File: config.mk
export PLATFORM = sky130hd
export DESIGN_NAME = conv_stream_master
export DESIGN_NICKNAME = d
export VERILOG_FILES = /design/src/rtl/conv_stream_master.sv
export SDC_FILE = /design/constraint.sdc
export NUM_CORES = 2
export LEC_CHECK = 0
export ABC_AREA = 0
export BUFFER_PORTS_ARGS = -buffer_cell sky130_fd_sc_hd__buf_2
export CORE_UTILIZATION = 50
export DETAILED_ROUTE_END_ITERATION = 10
export GPL_ROUTABILITY_DRIVEN = 0
export HOLD_SLACK_MARGIN = 0.1
export PLACE_DENSITY = 0.65
export SYNTH_ARGS = -nofsm -noshare
export SYNTH_HDL_FRONTEND = slang
export SYNTH_SLANG_ARGS = --single-unit
File: constraint.sdc
create_clock -name clk -period 4.9 [get_ports clk]
set_input_delay 0.245 -clock clk [delete_from_list [all_inputs] [get_ports clk]]
set_output_delay 0.245 -clock clk [all_outputs]
set_load 0.03 [all_outputs]
File: src/rtl/conv_stream_master.sv
// conv_stream_master: holds one X and one F vector loaded by the host, streams both
// into the convolution block on start, and captures the returned y results for host readback.
module conv_stream_master #(
  parameter int unsigned WIDTH     = 10,
  parameter int unsigned OUT_WIDTH = 26,
  parameter int unsigned SIZE_X    = 112,
  parameter int unsigned SIZE_F    = 49,
  localparam int unsigned SIZE_Y    = SIZE_X - SIZE_F + 1,
  localparam int unsigned LOGSIZE_X = $clog2(SIZE_X),
  localparam int unsigned LOGSIZE_F = $clog2(SIZE_F),
  localparam int unsigned LOGSIZE_Y = $clog2(SIZE_Y)
) (
  input  logic                        clk,
  input  logic                        reset,
  input  logic                        h_wr_en,
  input  logic                        h_sel,
  input  logic [LOGSIZE_X-1:0]        h_addr,
  input  logic signed [WIDTH-1:0]     h_wdata,
  input  logic                        start,
  output logic                        busy,
  output logic                        done,
  output logic signed [WIDTH-1:0]     x_data,
  output logic                        x_valid,
  input  logic                        x_ready,
  output logic signed [WIDTH-1:0]     f_data,
  output logic                        f_valid,
  input  logic                        f_ready,
  input  logic signed [OUT_WIDTH-1:0] y_data,
  input  logic                        y_valid,
  output logic                        y_ready,
  input  logic [LOGSIZE_Y-1:0]        r_addr,
  output logic signed [OUT_WIDTH-1:0] r_data
);

  // Counters must be able to hold the full length, one more than the largest address.
  localparam int unsigned XCW = $clog2(SIZE_X + 1);
  localparam int unsigned FCW = $clog2(SIZE_F + 1);
  localparam int unsigned YCW = $clog2(SIZE_Y + 1);

  typedef enum logic [1:0] {
    S_IDLE = 2'd0,
    S_RUN  = 2'd1,
    S_DONE = 2'd2
  } state_t;

  state_t state;
  state_t state_nxt;

  logic signed [WIDTH-1:0]     mem_x [SIZE_X];
  logic signed [WIDTH-1:0]     mem_f [SIZE_F];
  logic signed [OUT_WIDTH-1:0] mem_y [SIZE_Y];

  // x_idx/f_idx count completed transfers; x_rd/f_rd count memory fetches issued.
  logic [XCW-1:0]          x_idx, x_rd;
  logic [FCW-1:0]          f_idx, f_rd;
  logic [YCW-1:0]          y_cnt;
  logic signed [WIDTH-1:0] x_pf, f_pf;
  logic                    x_pf_vld, f_pf_vld;

  logic           launch_c, all_done_c, host_ok_c;
  logic           x_fire_c, x_take_c, x_fetch_c;
  logic           f_fire_c, f_take_c, f_fetch_c;
  logic           y_fire_c;
  logic [YCW-1:0] y_cnt_nxt_c;

  // Handshake decode: the output register reloads when empty or when its sample leaves;
  // the prefetch register refills whenever it is empty or being drained into the output.
  assign x_fire_c    = x_valid && x_ready;
  assign x_take_c    = !x_valid || x_fire_c;
  assign x_fetch_c   = (32'(x_rd) < SIZE_X) && (!x_pf_vld || x_take_c);
  assign f_fire_c    = f_valid && f_ready;
  assign f_take_c    = !f_valid || f_fire_c;
  assign f_fetch_c   = (32'(f_rd) < SIZE_F) && (!f_pf_vld || f_take_c);
  assign y_fire_c    = y_valid && y_ready;
  assign y_cnt_nxt_c = y_cnt + YCW'(y_fire_c);
  assign host_ok_c   = h_wr_en && (state != S_RUN);

  // Next-state logic; a run finishes only when both streams and all results are complete.
  always_comb begin
    state_nxt  = state;
    launch_c   = 1'b0;
    all_done_c = (x_idx == XCW'(SIZE_X)) && (f_idx == FCW'(SIZE_F)) && (y_cnt == YCW'(SIZE_Y));
    case (state)
      S_IDLE, S_DONE: begin
        if (start) begin
          state_nxt = S_RUN;
          launch_c  = 1'b1;
        end
      end
      S_RUN: begin
        if (all_done_c) state_nxt = S_DONE;
      end
      default: state_nxt = S_IDLE;
    endcase
  end

  // State register.
  always_ff @(posedge clk or negedge reset) begin
    if (!reset) state <= S_IDLE;
    else        state <= state_nxt;
  end

  // Registered status; y_ready drops on the same edge that captures the last result.
  always_ff @(posedge clk or negedge reset) begin
    if (!reset) begin
      busy    <= 1'b0;
      done    <= 1'b0;
      y_ready <= 1'b0;
    end else begin
      busy    <= (state_nxt == S_RUN);
      done    <= (state_nxt == S_DONE);
      y_ready <= (state_nxt == S_RUN) && (launch_c || (32'(y_cnt_nxt_c) < SIZE_Y));
    end
  end

  // Result counter.
  always_ff @(posedge clk or negedge reset) begin
    if (!reset)        y_cnt <= '0;
    else if (launch_c) y_cnt <= '0;
    else if (y_fire_c) y_cnt <= y_cnt_nxt_c;
  end

  // X stream: registered memory read into a one-entry prefetch, then into the output register.
  always_ff @(posedge clk or negedge reset) begin
    if (!reset) begin
      x_idx    <= '0;
      x_rd     <= '0;
      x_pf     <= '0;
      x_pf_vld <= 1'b0;
      x_data   <= '0;
      x_valid  <= 1'b0;
    end else if (launch_c) begin
      x_idx    <= '0;
      x_rd     <= '0;
      x_pf_vld <= 1'b0;
      x_valid  <= 1'b0;
    end else if (state == S_RUN) begin
      if (x_fire_c) x_idx <= x_idx + XCW'(1);
      if (x_take_c) begin
        x_valid <= x_pf_vld;
        if (x_pf_vld) x_data <= x_pf;
      end
      if (x_fetch_c) begin
        x_pf     <= mem_x[x_rd[LOGSIZE_X-1:0]];
        x_pf_vld <= 1'b1;
        x_rd     <= x_rd + XCW'(1);
      end else if (x_take_c) begin
        x_pf_vld <= 1'b0;
      end
    end
  end

  // F stream: same structure as X, running independently.
  always_ff @(posedge clk or negedge reset) begin
    if (!reset) begin
      f_idx    <= '0;
      f_rd     <= '0;
      f_pf     <= '0;
      f_pf_vld <= 1'b0;
      f_data   <= '0;
      f_valid  <= 1'b0;
    end else if (launch_c) begin
      f_idx    <= '0;
      f_rd     <= '0;
      f_pf_vld <= 1'b0;
      f_valid  <= 1'b0;
    end else if (state == S_RUN) begin
      if (f_fire_c) f_idx <= f_idx + FCW'(1);
      if (f_take_c) begin
        f_valid <= f_pf_vld;
        if (f_pf_vld) f_data <= f_pf;
      end
      if (f_fetch_c) begin
        f_pf     <= mem_f[f_rd[LOGSIZE_F-1:0]];
        f_pf_vld <= 1'b1;
        f_rd     <= f_rd + FCW'(1);
      end else if (f_take_c) begin
        f_pf_vld <= 1'b0;
      end
    end
  end

  // Memory writes: host loads outside RUN with range check, result capture during RUN.
  always_ff @(posedge clk) begin
    if (host_ok_c && !h_sel && (32'(h_addr) < SIZE_X))
      mem_x[h_addr] <= h_wdata;
    if (host_ok_c && h_sel && (32'(h_addr[LOGSIZE_F-1:0]) < SIZE_F))
      mem_f[h_addr[LOGSIZE_F-1:0]] <= h_wdata;
    if (y_fire_c)
      mem_y[y_cnt[LOGSIZE_Y-1:0]] <= y_data;
  end

  // Registered host result read, zero for addresses past the result length.
  always_ff @(posedge clk or negedge reset) begin
    if (!reset)                      r_data <= '0;
    else if (32'(r_addr) < SIZE_Y)   r_data <= mem_y[r_addr];
    else                             r_data <= '0;
  end

endmodule

==> flow_metrics.tcl <==
set metrics [dict create \
    status "finished clean" \
    yosys.cell_types.count 54 \
    htree_levels 5 \
    drt-initial-drc-count 7307 \
    fp-row-count 186 \
    grt_first_pass_wirelength_um 442000 \
    mostFrequentLayoutCell "edfxtp_1" \
    clock-root-buffer "clkbuf_16" \
    synth_nets 5608 \
    finalMaxSlewViolations 0 \
    p_per_area_nw_per_um2 479 \
    grt_pass1_vias 60988 \
    grt_overflow 0 \
    arrival_ns 4.45 \
    mostFrequentLayoutCells "edfxtp_1 (3,274), mux4_2 (968), clkbuf_16 (358), nor2_1 (215), buf_4 (181)" \
    synth_compound_area_frac 0.00876 \
    dp_hpwl_um 178000 \
    crit_required_ns 5.68 \
    core_area_um2 257000 \
    io_pins 108 \
    route.vias.total 60002 \
    avgSynthCellArea_um2 23.4 \
    skew_ns 0.108 \
    fin_setup_tns_ns 0 \
    final-setup-viol-count 0 \
    r2r_cells 6 \
    drt-total-wl_um 306000 \
    synth_warnings 0 \
    slew_headroom 0.0715 \
    crit_chain "buf_4 -> mux4_2 -> mux4_2 -> nor2b_1 -> nor3_1 -> nor4_1" \
    ant_nets 0 \
    seq_area_frac_synth 0.780 \
    synth_adder_area_share 0.000869 \
    dieArea_um2 261000 \
    grt_max_degree 122 \
    fin_area_um2 147000 \
    synth_top_area_share 0.759 \
    die_h_um 511 \
    cp_slowest_cell "dfrtp_4" \
    ir_drop_mv 0.437 \
    critPathKind "reg -> reg" \
    startpoint "x_rd[0]" \
    synth-simple-area-share 0.0182 \
    postPlaceCellArea_um2 135000 \
    r2r_end "x_pf[1]" \
    min_path_cells 2 \
    fin_crit_sh 0.750 \
    portBuffers 107 \
    timing.fmax_mhz 272 \
    tritoncts "yes" \
    wire_per_inst_um 31.9 \
    report.final.hold_viol_count 0 \
    tightestPinTransition_ns 1.39 \
    max_stage_delay_ns 1.03 \
    drive_gt1_frac 0.298 \
    clk_path_buf_depth 4 \
    rsz0062_at_grt "false" \
    async_reset_ff_frac 0.0319 \
    synth_top_flop_cell "edfxtp_1" \
    die_w_um 511 \
    holdPathEnd "r_data[11]" \
    timing.rr.start "x_rd[0]" \
    post-route-drc-count 0 \
    cts_buffers 352 \
    gr-usage-all-layers 0.236 \
    grt_antenna_before_repair 18 \
    fillers 18414 \
    drt-vias-per-instance 6.25 \
    max_cap_violations 0 \
    critPathMostFrequentCell "mux4_2" \
    muxShareOfSynthArea 0.181 \
    total_leakage_power_nw 45.8 \
    start_util 0.504 \
    min_path_type "in -> reg" \
    cts.sink_count 3382 \
    nets 6015 \
    yosysTopAreaCell "edfxtp_1" \
    synth_edf_count 3274 \
    synth_xor_xnor_area_share 0.00122 \
    post_cts_buffers 0 \
    synth_top_family_by_area "multiplexers" \
    rrSetupSlack_ns 1.23 \
    clkTransAtPathRegs_ns 0.06 \
    drt_pass1_iterations 6 \
    period_needed_ns 3.67 \
    hold_start "r_addr[4]" \
    end_kind "flop" \
    synthTopCellsByArea "edfxtp_1 (76%), mux4_2 (17%), dfrtp_1 (2.1%)" \
    syn_inst 5542 \
    synth_area_um2 130000 \
    synth-seq-cells 3382 \
    crit_fanout 40 \
    area_growth_pct 13.2 \
    cp-start-kind "flop" \
    insertion_delay_ns 0.98 \
]
-- worst max-delay path: cells and delay by family, from the launching register on --
family / cells / cell delay, ns
multiplexers: 2 / 1.04
flip-flops: 1 / 1.03
AND/OR/NAND/NOR: 3 / 0.96
buffers and inverters: 1 / 0.49
-- kinds of logic after synthesis --
kind of cell,Yosys count
AO/OA/AOI/OAI,174
XOR/XNOR,18
adder cells (fa/ha/maj),9
buffers and inverters,310
flip-flops,3382
multiplexers,1123
AND/OR/NAND/NOR,526
-- repair_timing --
action                                   CTS  global route
endpoints found under the setup margin     0             0
hold endpoints to repair                2393             0
hold buffers                              47             0
gates resized for setup                    0             0
-- registers in the layout, indices dropped and copies added (netlist names), 2 cells and up --
register	flops
f_data	10
f_idx	6
f_pf	10
f_rd	6
mem_f	490
mem_x	1120
mem_y	1664
r_data	26
state	2
x_data	10
x_idx	7
x_pf	10
x_rd	7
y_cnt	7
-- final cells by class --
type / instances / area (um2) / share of cell area
antenna: 11 / 27.5 / 0.000188
sequential: 3382 / 101000 / 0.689
tap: 3384 / 4230 / 0.0289
inverter: 12 / 46.3 / 0.000316
clock inverter: 165 / 1390 / 0.00946
multi-input combinational: 1850 / 27600 / 0.189
clock buffer: 450 / 9390 / 0.0641
timing repair buffer: 351 / 2870 / 0.0196
-- power breakdown --
part	internal [W]	switching, W
logic	0.00524	0.00644
clock network	0.0146	0.0107
registers	0.0323	0.000975
-- metrics by stage --
step / hold WS (ns) / total power [W] / instances / setup WS, ns / util
2_1_floorplan: -0.0506 / 0.0412 / 5542 / 2.19 / -
3_3_place_gp: 0.318 / 0.0454 / 8932 / 1.23 / 0.526
3_5_place_dp: 0.327 / 0.0455 / 8932 / 1.20 / 0.526
4_1_cts: 0.140 / 0.0706 / 9594 / 1.22 / 0.570
5_1_grt: 0.198 / 0.0722 / 9599 / 1.06 / 0.570
6_report: 0.167 / 0.0702 / 9605 / 1.23 / 0.570
-- cell usage after synthesis (2+ instances only) --
library cell and instances:
nand4_1 18, dfrtp_1 108, a21oi_1 41, buf_2 68, mux2_2 30, and3_1 5, nand2b_1 22, o32ai_1 2
nor3_1 12, o22ai_1 17, o21ai_0 32, or2_2 5, a31oi_1 5, or3_1 11, o21bai_1 2, inv_1 11
o31ai_1 2, nand4b_1 2, mux2i_1 125, buf_4 25, nand2_1 81, a221oi_1 5, nand3_1 30, ha_1 9
a211oi_1 29, edfxtp_1 3274, o22a_1 5, a22o_1 7, nand3b_1 5, nor4_1 14, o211ai_1 3, xnor2_1 5
a22oi_1 14, nor2_1 279, and2_1 5, buf_1 46, nor2b_1 34, clkbuf_1 159, xor2_1 13, mux4_2 968
-- per-layer routing --
| layer | share of wire | GRT usage | wire, um |
|---|---|---|---|
| met1 | 0.40 | 0.334 | 124000 |
| met2 | 0.49 | 0.378 | 149000 |
| met3 | 0.077 | 0.0406 | 23600 |
| met4 | 0.032 | 0.0730 | 9850 |
| met5 | 0.00022 | 0 | 67 |
-- how the worst max path moves through the flow --
| stage | end | slack (ns) | depth (start not counted) |
|---|---|---|---|
| floorplan | mem_y[47][0] | 2.19 | 4 |
| global placement | x_pf[1] | 1.23 | 6 |
| detailed placement | x_pf[1] | 1.20 | 6 |
| CTS | x_pf[1] | 1.22 | 6 |
| global route | x_pf[1] | 1.06 | 6 |
| finish | x_pf[1] | 1.23 | 6 |
No activity file was read; power rests on OpenSTA's default activity.
